File: config.mk
export PLATFORM = sky130hd
export DESIGN_NAME = jam_updown_counter
export DESIGN_NICKNAME = d
export VERILOG_FILES = /design/src/rtl/jam_updown_counter.sv
export SDC_FILE = /design/constraint.sdc
export NUM_CORES = 1
export LEC_CHECK = 0
export ABC_AREA = 1
export CAP_MARGIN = 0
export CORE_AREA = 2 2 57 59
export DETAILED_ROUTE_END_ITERATION = 12
export DIE_AREA = 0 0 59 61
export GPL_TIMING_DRIVEN = 0
export PLACE_DENSITY = 0.64
export SYNTH_ARGS = -nofsm -noshare
export SYNTH_HDL_FRONTEND = slang
export SYNTH_SLANG_ARGS = --single-unit
File: constraint.sdc
create_clock -name CLOCK -period 1.66 [get_ports CLOCK]
set_input_delay 0.332 -clock CLOCK [delete_from_list [all_inputs] [get_ports CLOCK]]
set_output_delay 0.332 -clock CLOCK [all_outputs]
set_load 0.005 [all_outputs]
File: src/rtl/jam_updown_counter.sv
// Presettable up/down counter of NIBBLES 4-bit digits with runtime binary or BCD
// counting and an active-low carry chain for cascading instances.
module jam_updown_counter #(
    parameter int                   NIBBLES     = 2,
    parameter logic [4*NIBBLES-1:0] RESET_VALUE = '0
) (
    input  logic                   CLOCK,
    input  logic                   RESET_N,
    input  logic                   PRESET_ENABLE,
    input  logic [4*NIBBLES-1:0]   JAM,
    input  logic                   CARRY_IN_N,
    input  logic                   UP_DOWN,
    input  logic                   BINARY_DECADE,
    output logic [4*NIBBLES-1:0]   Q,
    output logic                   CARRY_OUT_N
);
    localparam int W = 4 * NIBBLES;

    logic [W-1:0] count_q;
    logic [W-1:0] count_d;
    logic [W-1:0] binaryNext;
    logic [W-1:0] decadeNext;
    logic         decadeCarry;
    logic         terminalCount;

    // A nibble steps only while every lower nibble sits on its terminal digit;
    // the carry left over after the top nibble is the decade terminal count.
    always_comb begin
        decadeNext  = count_q;
        decadeCarry = 1'b1;
        for (int k = 0; k < NIBBLES; k++) begin
            if (decadeCarry) begin
                if (UP_DOWN) begin
                    decadeNext[4*k +: 4] = (count_q[4*k +: 4] >= 4'd9) ? 4'd0
                                                                      : count_q[4*k +: 4] + 4'd1;
                end else begin
                    decadeNext[4*k +: 4] = (count_q[4*k +: 4] == 4'd0) ? 4'd9
                                                                      : count_q[4*k +: 4] - 4'd1;
                end
            end
            decadeCarry = decadeCarry & (UP_DOWN ? (count_q[4*k +: 4] >= 4'd9)
                                                 : (count_q[4*k +: 4] == 4'd0));
        end
    end

    always_comb begin
        binaryNext    = UP_DOWN ? count_q + W'(1) : count_q - W'(1);
        terminalCount = BINARY_DECADE ? (UP_DOWN ? (&count_q) : (count_q == '0))
                                      : decadeCarry;
        count_d = count_q;
        if (PRESET_ENABLE) begin
            count_d = JAM;
        end else if (!CARRY_IN_N) begin
            count_d = BINARY_DECADE ? binaryNext : decadeNext;
        end
    end

    always_ff @(posedge CLOCK) begin
        if (!RESET_N) begin
            count_q <= RESET_VALUE;
        end else begin
            count_q <= count_d;
        end
    end

    // Carry-out is combinational so a following stage steps on the same edge.
    assign Q           = count_q;
    assign CARRY_OUT_N = ~(~CARRY_IN_N & terminalCount);

endmodule

==> results of run 1 <==
-- kinds of logic after synthesis --
kind of cell	count (synthesis)	share of synthesized area [%]
adder cells (fa/ha/maj)	14	14.9
AO/OA/AOI/OAI	32	14.8
XOR/XNOR	6	4.28
AND/OR/NAND/NOR	108	39.7
buffers and inverters	34	13.3
flip-flops	8	13.0
-- report_power, final --
| group | switching [uW] | internal (uW) | leakage, uW |
|---|---|---|---|
| Sequential | 30.0 | 211 | 0.0000695 |
| Combinational | 331 | 285 | 0.000806 |
| Clock | 66.8 | 82.8 | 0.0000138 |
| Total | 428 | 579 | 0.000889 |
-- cell usage in the layout (no fill, tap or decap), types with 2 or more instances in the layout --
cell type / synthesis / layout
nand2_2: 4 / 9
dfxtp_4: 0 / 4
nand2_4: 4 / 6
o21ai_1: 2 / 3
ha_1: 13 / 6
dfxtp_1: 8 / 2
clkbuf_8: 2 / 2
nand3_1: 27 / 21
inv_1: 24 / 20
clkbuf_4: 0 / 3
nand4_1: 3 / 3
a31oi_1: 2 / 2
o211ai_1: 4 / 4
a21oi_2: 0 / 2
dfxtp_2: 0 / 2
buf_6: 1 / 2
inv_2: 4 / 5
o21ai_2: 1 / 2
ha_4: 0 / 5
clkdlybuf4s50_1: 0 / 17
xor2_1: 6 / 6
nand3_2: 0 / 6
o21ai_0: 6 / 4
inv_4: 0 / 3
buf_2: 1 / 2
nand2_1: 53 / 46
ha_2: 0 / 2
a21oi_1: 15 / 12
buf_4: 2 / 22
nor2_1: 16 / 15
-- final timing paths --
check	from	slack, ns	end	cells after the start
worst min register to register	Q[5]$_SDFFE_PN0P_	0.53	Q[5]$_SDFFE_PN0P_	2
worst max-delay path	Q[0]$_SDFFE_PN0P_	-0.19	CARRY_OUT_N	8
worst max register to register	Q[1]$_SDFFE_PN0P_	-0.11	Q[2]$_SDFFE_PN0P_	7
worst min-delay path	PRESET_ENABLE	0.39	Q[0]$_SDFFE_PN0P_	3
-- per-stage QoR --
step                power (uW)  cell area, um^2  utilization [%]
floorplan                  568             1230                -
global placement           700             1470             49.8
detailed placement         713             1470             49.8
CTS                        915             1640             55.7
global route              1090             1820             61.8
finish                    1010             1820             61.8
-- worst max-delay path, cell delays in order (launching register included) --
cell and delay [ns]:
dfxtp_4 0.37, buf_4 0.14, ha_2 0.18, o21ai_2 0.18, nand2_2 0.08, nand2_2 0.07, o21ai_1 0.06, nand2_1 0.08
buf_2 0.11
-- layer usage --
| metal | track usage, % | wire length (um) | vias up |
|---|---|---|---|
| met2 | 42.9 | 2150 | 39 |
| met4 | 4.87 | 54 | 0 |
| met5 | 0 | 0 | - |
| met1 | 23.4 | 1660 | 703 |
| met3 | 4.05 | 97 | 8 |
| li1 | - | - | 748 |
-- cells in the mapped netlist --
master | number | area share, %
nand2_1 | 53 | 16
nand3_1 | 27 | 11
inv_1 | 24 | 7.3
nor2_1 | 16 | 4.9
a21oi_1 | 15 | 6.1
ha_1 | 13 | 13
dfxtp_1 | 8 | 13
o21ai_0 | 6 | 2.4
xor2_1 | 6 | 4.3
inv_2 | 4 | 1.2
nand2_2 | 4 | 2.0
nand2_4 | 4 | 3.7
o211ai_1 | 4 | 2.4
nand4_1 | 3 | 1.5
a31oi_1 | 2 | 1.0
buf_4 | 2 | 1.2
clkbuf_8 | 2 | 2.2
o21ai_1 | 2 | 0.81
buf_2 | 1 | 0.41
buf_6 | 1 | 0.92
fa_1 | 1 | 1.6
nor3_1 | 1 | 0.41
o21ai_2 | 1 | 0.71
o21bai_1 | 1 | 0.61
o31ai_1 | 1 | 0.61
-- layout make-up --
type / count / share of cell area [%]
multi-input combinational: 160 / 58.0
timing repair buffer: 41 / 19.4
sequential: 8 / 9.74
inverter: 28 / 6.17
buffer: 6 / 3.22
tap: 33 / 2.26
clock buffer: 3 / 1.23
-- timing repair --
item	in CTS	in global routing
pin swaps	8	20
gates resized for setup	30	31
buffers inserted	12	9
setup endpoints to repair	10	7
==> key figures, run 1 <==
Yosys
  • Avg Cell Area, Syn: 6.08 um^2
  • Flops & latches, synth: 8
  • Post-Syn Nets: 230
  • Yosys warns: 0
  • Synth cell types: 25
  • Cell area after synthesis: approximately 0.0012 mm^2
  • Seq/Total Area, Yosys: 13.0%
  • Mapped Cells: between 200 and 250

Die
  • Ports: 23
  • Die area: between 0.003 and 0.004 mm^2
  • Die width: between 50 and 60 um
  • Initial Util: a little over two fifths
  • # rows: 20
  • Die height: around 60 um
  • Core area: slightly below 0.003 mm^2

Routing
  • DR vias: between 1000 and 1500
  • DR DRC count: 0
  • Antenna viol nets, final: 0
  • TritonRoute pass-1 iters: 4
  • Routed WL: roughly 4 mm
  • Starting DRT DRC Count: 91
  • Vias per cell: 5.37
  • Post-DR wirelength/cell: ~14 um

Final layout
  • Area grow syn2layout: 48.5%
  • Register Area: 178 um^2
  • Multi-input combinational cell area: around 0.0011 mm^2
  • Max FFs per register: 8
  • Share of post-route cells with drive strength above 1: approximately a third
  • Ant. Diodes: 0
  • Layout fillers: slightly below 300
  • Final non-filler cell total: 279
  • Nets@finish: around 280

Worst setup path
  • Kind of critical path: reg2out
  • CP Launch Type: flip-flop
  • Worst EP required: roughly 1.3 ns
  • WP data arrival: about 1.5 ns
  • Worst-path fanout max: 5
  • Kind of end point of the critical path: primary output

STA
  • RSZ-0062 raised after global routing: yes
  • Worst clock skew: 0.00218 ns
  • Max Clock Freq: 540 MHz
  • Fin crit share: 112%
  • Final WS setup: -0.192 ns
  • Worst Tran Pin Value: around 0.31 ns
  • Hold_ws: between 0.3 and 0.4 ns
  • Max-slew violation count: 0
  • Setup total negative slack: -0.428 ns
  • Final Hold Vio Count: 0
  • Tmin final: 1.85 ns
  • Relative slew slack: 79.2%
  • Final setup violation count: 5

Power and ir drop
  • Power per cell area: around 550 mW/mm^2
  • Max VDD drop: between 0.3 and 0.4 mV
  • LEAKAGE: 0.000889 uW

Global route
  • Pin count of the biggest net entering global routing: 11
  • Total track usage: between 20% and 30%
  • Initial antenna violation count: 0
  • Vias in the first global route: 1386
  • Total gr overflow: 0
  • First-pass GRT wire length: 5.90 mm

Place
  • Pre-CTS setup slack: -0.678 ns
  • Detailed placement HPWL: around 2.6 mm
  • GPL Wtd Cong: between 0.9 and 1
  • Placed cell count: 255
  • # port buffers: 20

Clock tree
  • H-tree depth: 1
  • CTS clock-pin slew for the worst setup and hold paths: 0.05 ns
  • CTS tree: built
  • Clock Tree Root: clkbuf_4
  • Clock Latency Late Sink: about 0.25 ns
  • Hold buffer count at cts: 0
  • Clk sink count: 8
  • Cts bufs inserted: 3
  • CTS Buffer Depth: 2

Job
  • Max Cap Viol: 0

Min path
  • Hold Crit Class: in2reg

Run status
  • Violated checks: negative setup slack
  • Run status: complete, but fails checks
(Power assumes the default switching activity.)
==> run 2, diff against run 1 <==
--- a/config.mk
+++ b/config.mk
@@ -12,6 +12,7 @@
 export DIE_AREA = 0 0 59 61
 export GPL_TIMING_DRIVEN = 0
 export PLACE_DENSITY = 0.64
+export SKIP_LAST_GASP = 1
 export SYNTH_ARGS = -nofsm -noshare
 export SYNTH_HDL_FRONTEND = slang
 export SYNTH_SLANG_ARGS = --single-unit
==> run 2 against run 1 <==
  * Clock-buffer cell count unchanged
  * First-iteration DRC count fell by 11%
  * Global-route usage unchanged
  * Routed wire length is 0.33% lower
  * Critical path depth unchanged
  * Worst setup slack got worse by 0.0031 ns
  * The flow still finishes with violations (negative setup slack)
  * Cell count is the same
  * Non-clock buffer count did not move
  * Combinational power is essentially flat
  * Highest routed layer unchanged
  * Via count up 0.80%
  * Final area did not move
  * Sequential share of layout area unchanged
==> key figures, run 2 (same netlist as run 1, synthesis figures left out) <==
Run status
  • Run status: complete, but fails checks
  • Violated checks: negative setup slack

Clock tree
  • Hold buffer count at cts: 0
  • CTS tree: built
  • Cts bufs inserted: 3
  • CTS Buffer Depth: 2
  • Clk sink count: 8
  • Clock Latency Late Sink: approximately 0.25 ns
  • H-tree depth: 1
  • Clock Tree Root: clkbuf_4
  • CTS clock-pin slew for the worst setup and hold paths: 0.05 ns

Final layout
  • Final non-filler cell area: 0.00182 mm^2
  • Commonest non-fill, non-tap cell in the layout: nand2_1
  • Post-layout util: between 60 and 70%
  • Max FFs per register: 8
  • Commonest cells after routing, fill and taps aside: 46 x nand2_1, 22 x buf_4, 21 x nand3_1
  • Final non-filler cell total: 279
  • Share of post-route cells with drive strength above 1: between 30% and 40%
  • Ant. Diodes: 0
  • Nets@finish: about 280
  • Layout fillers: between 200 and 300
  • Area grow syn2layout: 48.5%

Worst setup path
  • R2R Path End: Q[2]$_SDFFE_PN0P_
  • CP Launch Type: flip-flop
  • Worst-path fanout max: 5
  • Worst EP required: 1.33 ns
  • Kind of critical path: reg2out
  • Path depth of the worst reg2reg path: 7
  • FF-to-FF setup slack: -0.16 ns
  • Kind of end point of the critical path: primary output
  • WP data arrival: approximately 1.5 ns
  • Worst R2R Start: Q[1]$_SDFFE_PN0P_

Routing
  • Antenna viol nets, final: 0
  • DR DRC count: 0
  • TritonRoute pass-1 iters: 4
  • Routed WL: 3.95 mm
  • Vias per cell: ~5.4
  • DR vias: approximately 1500
  • Starting DRT DRC Count: 81
  • Post-DR wirelength/cell: between 10 and 15 um

Place
  • Detailed placement HPWL: between 2 and 3 mm
  • Placed cell count: roughly 260
  • Post-DP Area: around 0.0015 mm^2
  • GPL Wtd Cong: 0.916
  • # port buffers: 20

STA
  • Worst clock skew: ~0.0022 ns
  • Max Clock Freq: around 540 MHz
  • Max-slew violation count: 0
  • RSZ-0062 raised after global routing: yes
  • Final setup violation count: 4
  • Relative slew slack: 79.6%
  • Hold_ws: 0.394 ns
  • Tmin final: 1.86 ns
  • Final WS setup: -0.195 ns
  • Worst Tran Pin Value: around 0.30 ns
  • Final Hold Vio Count: 0
  • Fin crit share: 112%

Global route
  • Total gr overflow: 0
  • First-pass GRT wire length: 5.90 mm
  • Initial antenna violation count: 0
  • Pin count of the biggest net entering global routing: 11
  • Total track usage: between 20% and 30%
  • Vias in the first global route: around 1400

Power and ir drop
  • Power per cell area: 551 mW/mm^2
  • Max VDD drop: approximately 0.32 mV
  • LEAKAGE: 0.000889 uW
  • Tot Pwr: around 1000 uW

Min path
  • Worst Hold End: Q[0]$_SDFFE_PN0P_
  • Hold Crit Class: in2reg
  • Hold wc startpoint: PRESET_ENABLE
  • Worst hold stages: 3

Die
  • Core area: just under 0.003 mm^2
  • Die height: ~61 um
  • Die area: roughly 0.0036 mm^2
  • Initial Util: a little over two fifths
  • Die width: 59 um
  • Ports: 23
  • # rows: 20

Job
  • Max Cap Viol: 0
-- run 2: cell counts in the layout (fill, tap and decap cells not counted) --
No cell type changed its count.
-- run 2: how the worst max path moves through the flow --
stage	slack [ns]	to	cells after the start	from
final	-0.20	CARRY_OUT_N	8	Q[0]$_SDFFE_PN0P_
after detailed placement	-0.68	CARRY_OUT_N	8	UP_DOWN
after global placement	-0.65	CARRY_OUT_N	8	UP_DOWN
after floorplan	0.03	CARRY_OUT_N	9	Q[0]$_SDFFE_PN0P_
after global routing	-0.27	CARRY_OUT_N	8	Q[0]$_SDFFE_PN0P_
after CTS	-0.22	CARRY_OUT_N	10	Q[0]$_SDFFE_PN0P_
-- run 2: timing repair --
item / 4_1_cts / 5_1_grt
resized for setup: 30 / 31
setup endpoints to repair: 10 / 7
buffers inserted: 12 / 9
pin swaps: 8 / 20
-- run 2: layout make-up --
| cell class | instances | area, um^2 | area share, % |
|---|---|---|---|
| clock buffer | 3 | 22.5 | 1.23 |
| tap | 33 | 41.3 | 2.26 |
| buffer | 6 | 58.8 | 3.22 |
| inverter | 28 | 113 | 6.17 |
| sequential | 8 | 178 | 9.74 |
| timing repair buffer | 41 | 354 | 19.4 |
| multi-input combinational | 160 | 1060 | 58.0 |
-- run 2: per-stage QoR --
stage	setup WS, ns	TNS [ns]
2_1_floorplan	0.0282	0
3_3_place_gp	-0.648	-3.64
6_report	-0.195	-0.480
5_1_grt	-0.274	-0.984
3_5_place_dp	-0.678	-3.85
4_1_cts	-0.223	-0.265
-- run 2: layer usage --
metal  track usage (%)  vias up  routed length (um)
li1                  -      746                   -
met5                 0        -                   0
met2              42.9       48                2110
met1              23.4      708                1630
met4              4.87        0                  66
met3              4.05        8                 140
-- run 2: where the power goes --
group | internal [uW] | leakage, uW | switching [uW]
Clock | 82.8 | 0.0000138 | 66.7
Combinational | 285 | 0.000806 | 330
Sequential | 211 | 0.0000695 | 29.8
Total | 579 | 0.000889 | 427
-- run 2: worst max-delay path: stages, from the launching register on --
cell and delay [ns]:
dfxtp_4 0.37, buf_4 0.14, ha_2 0.18, o21ai_2 0.18, nand2_2 0.08, nand2_2 0.07
o21ai_1 0.06, nand2_1 0.08, buf_2 0.11
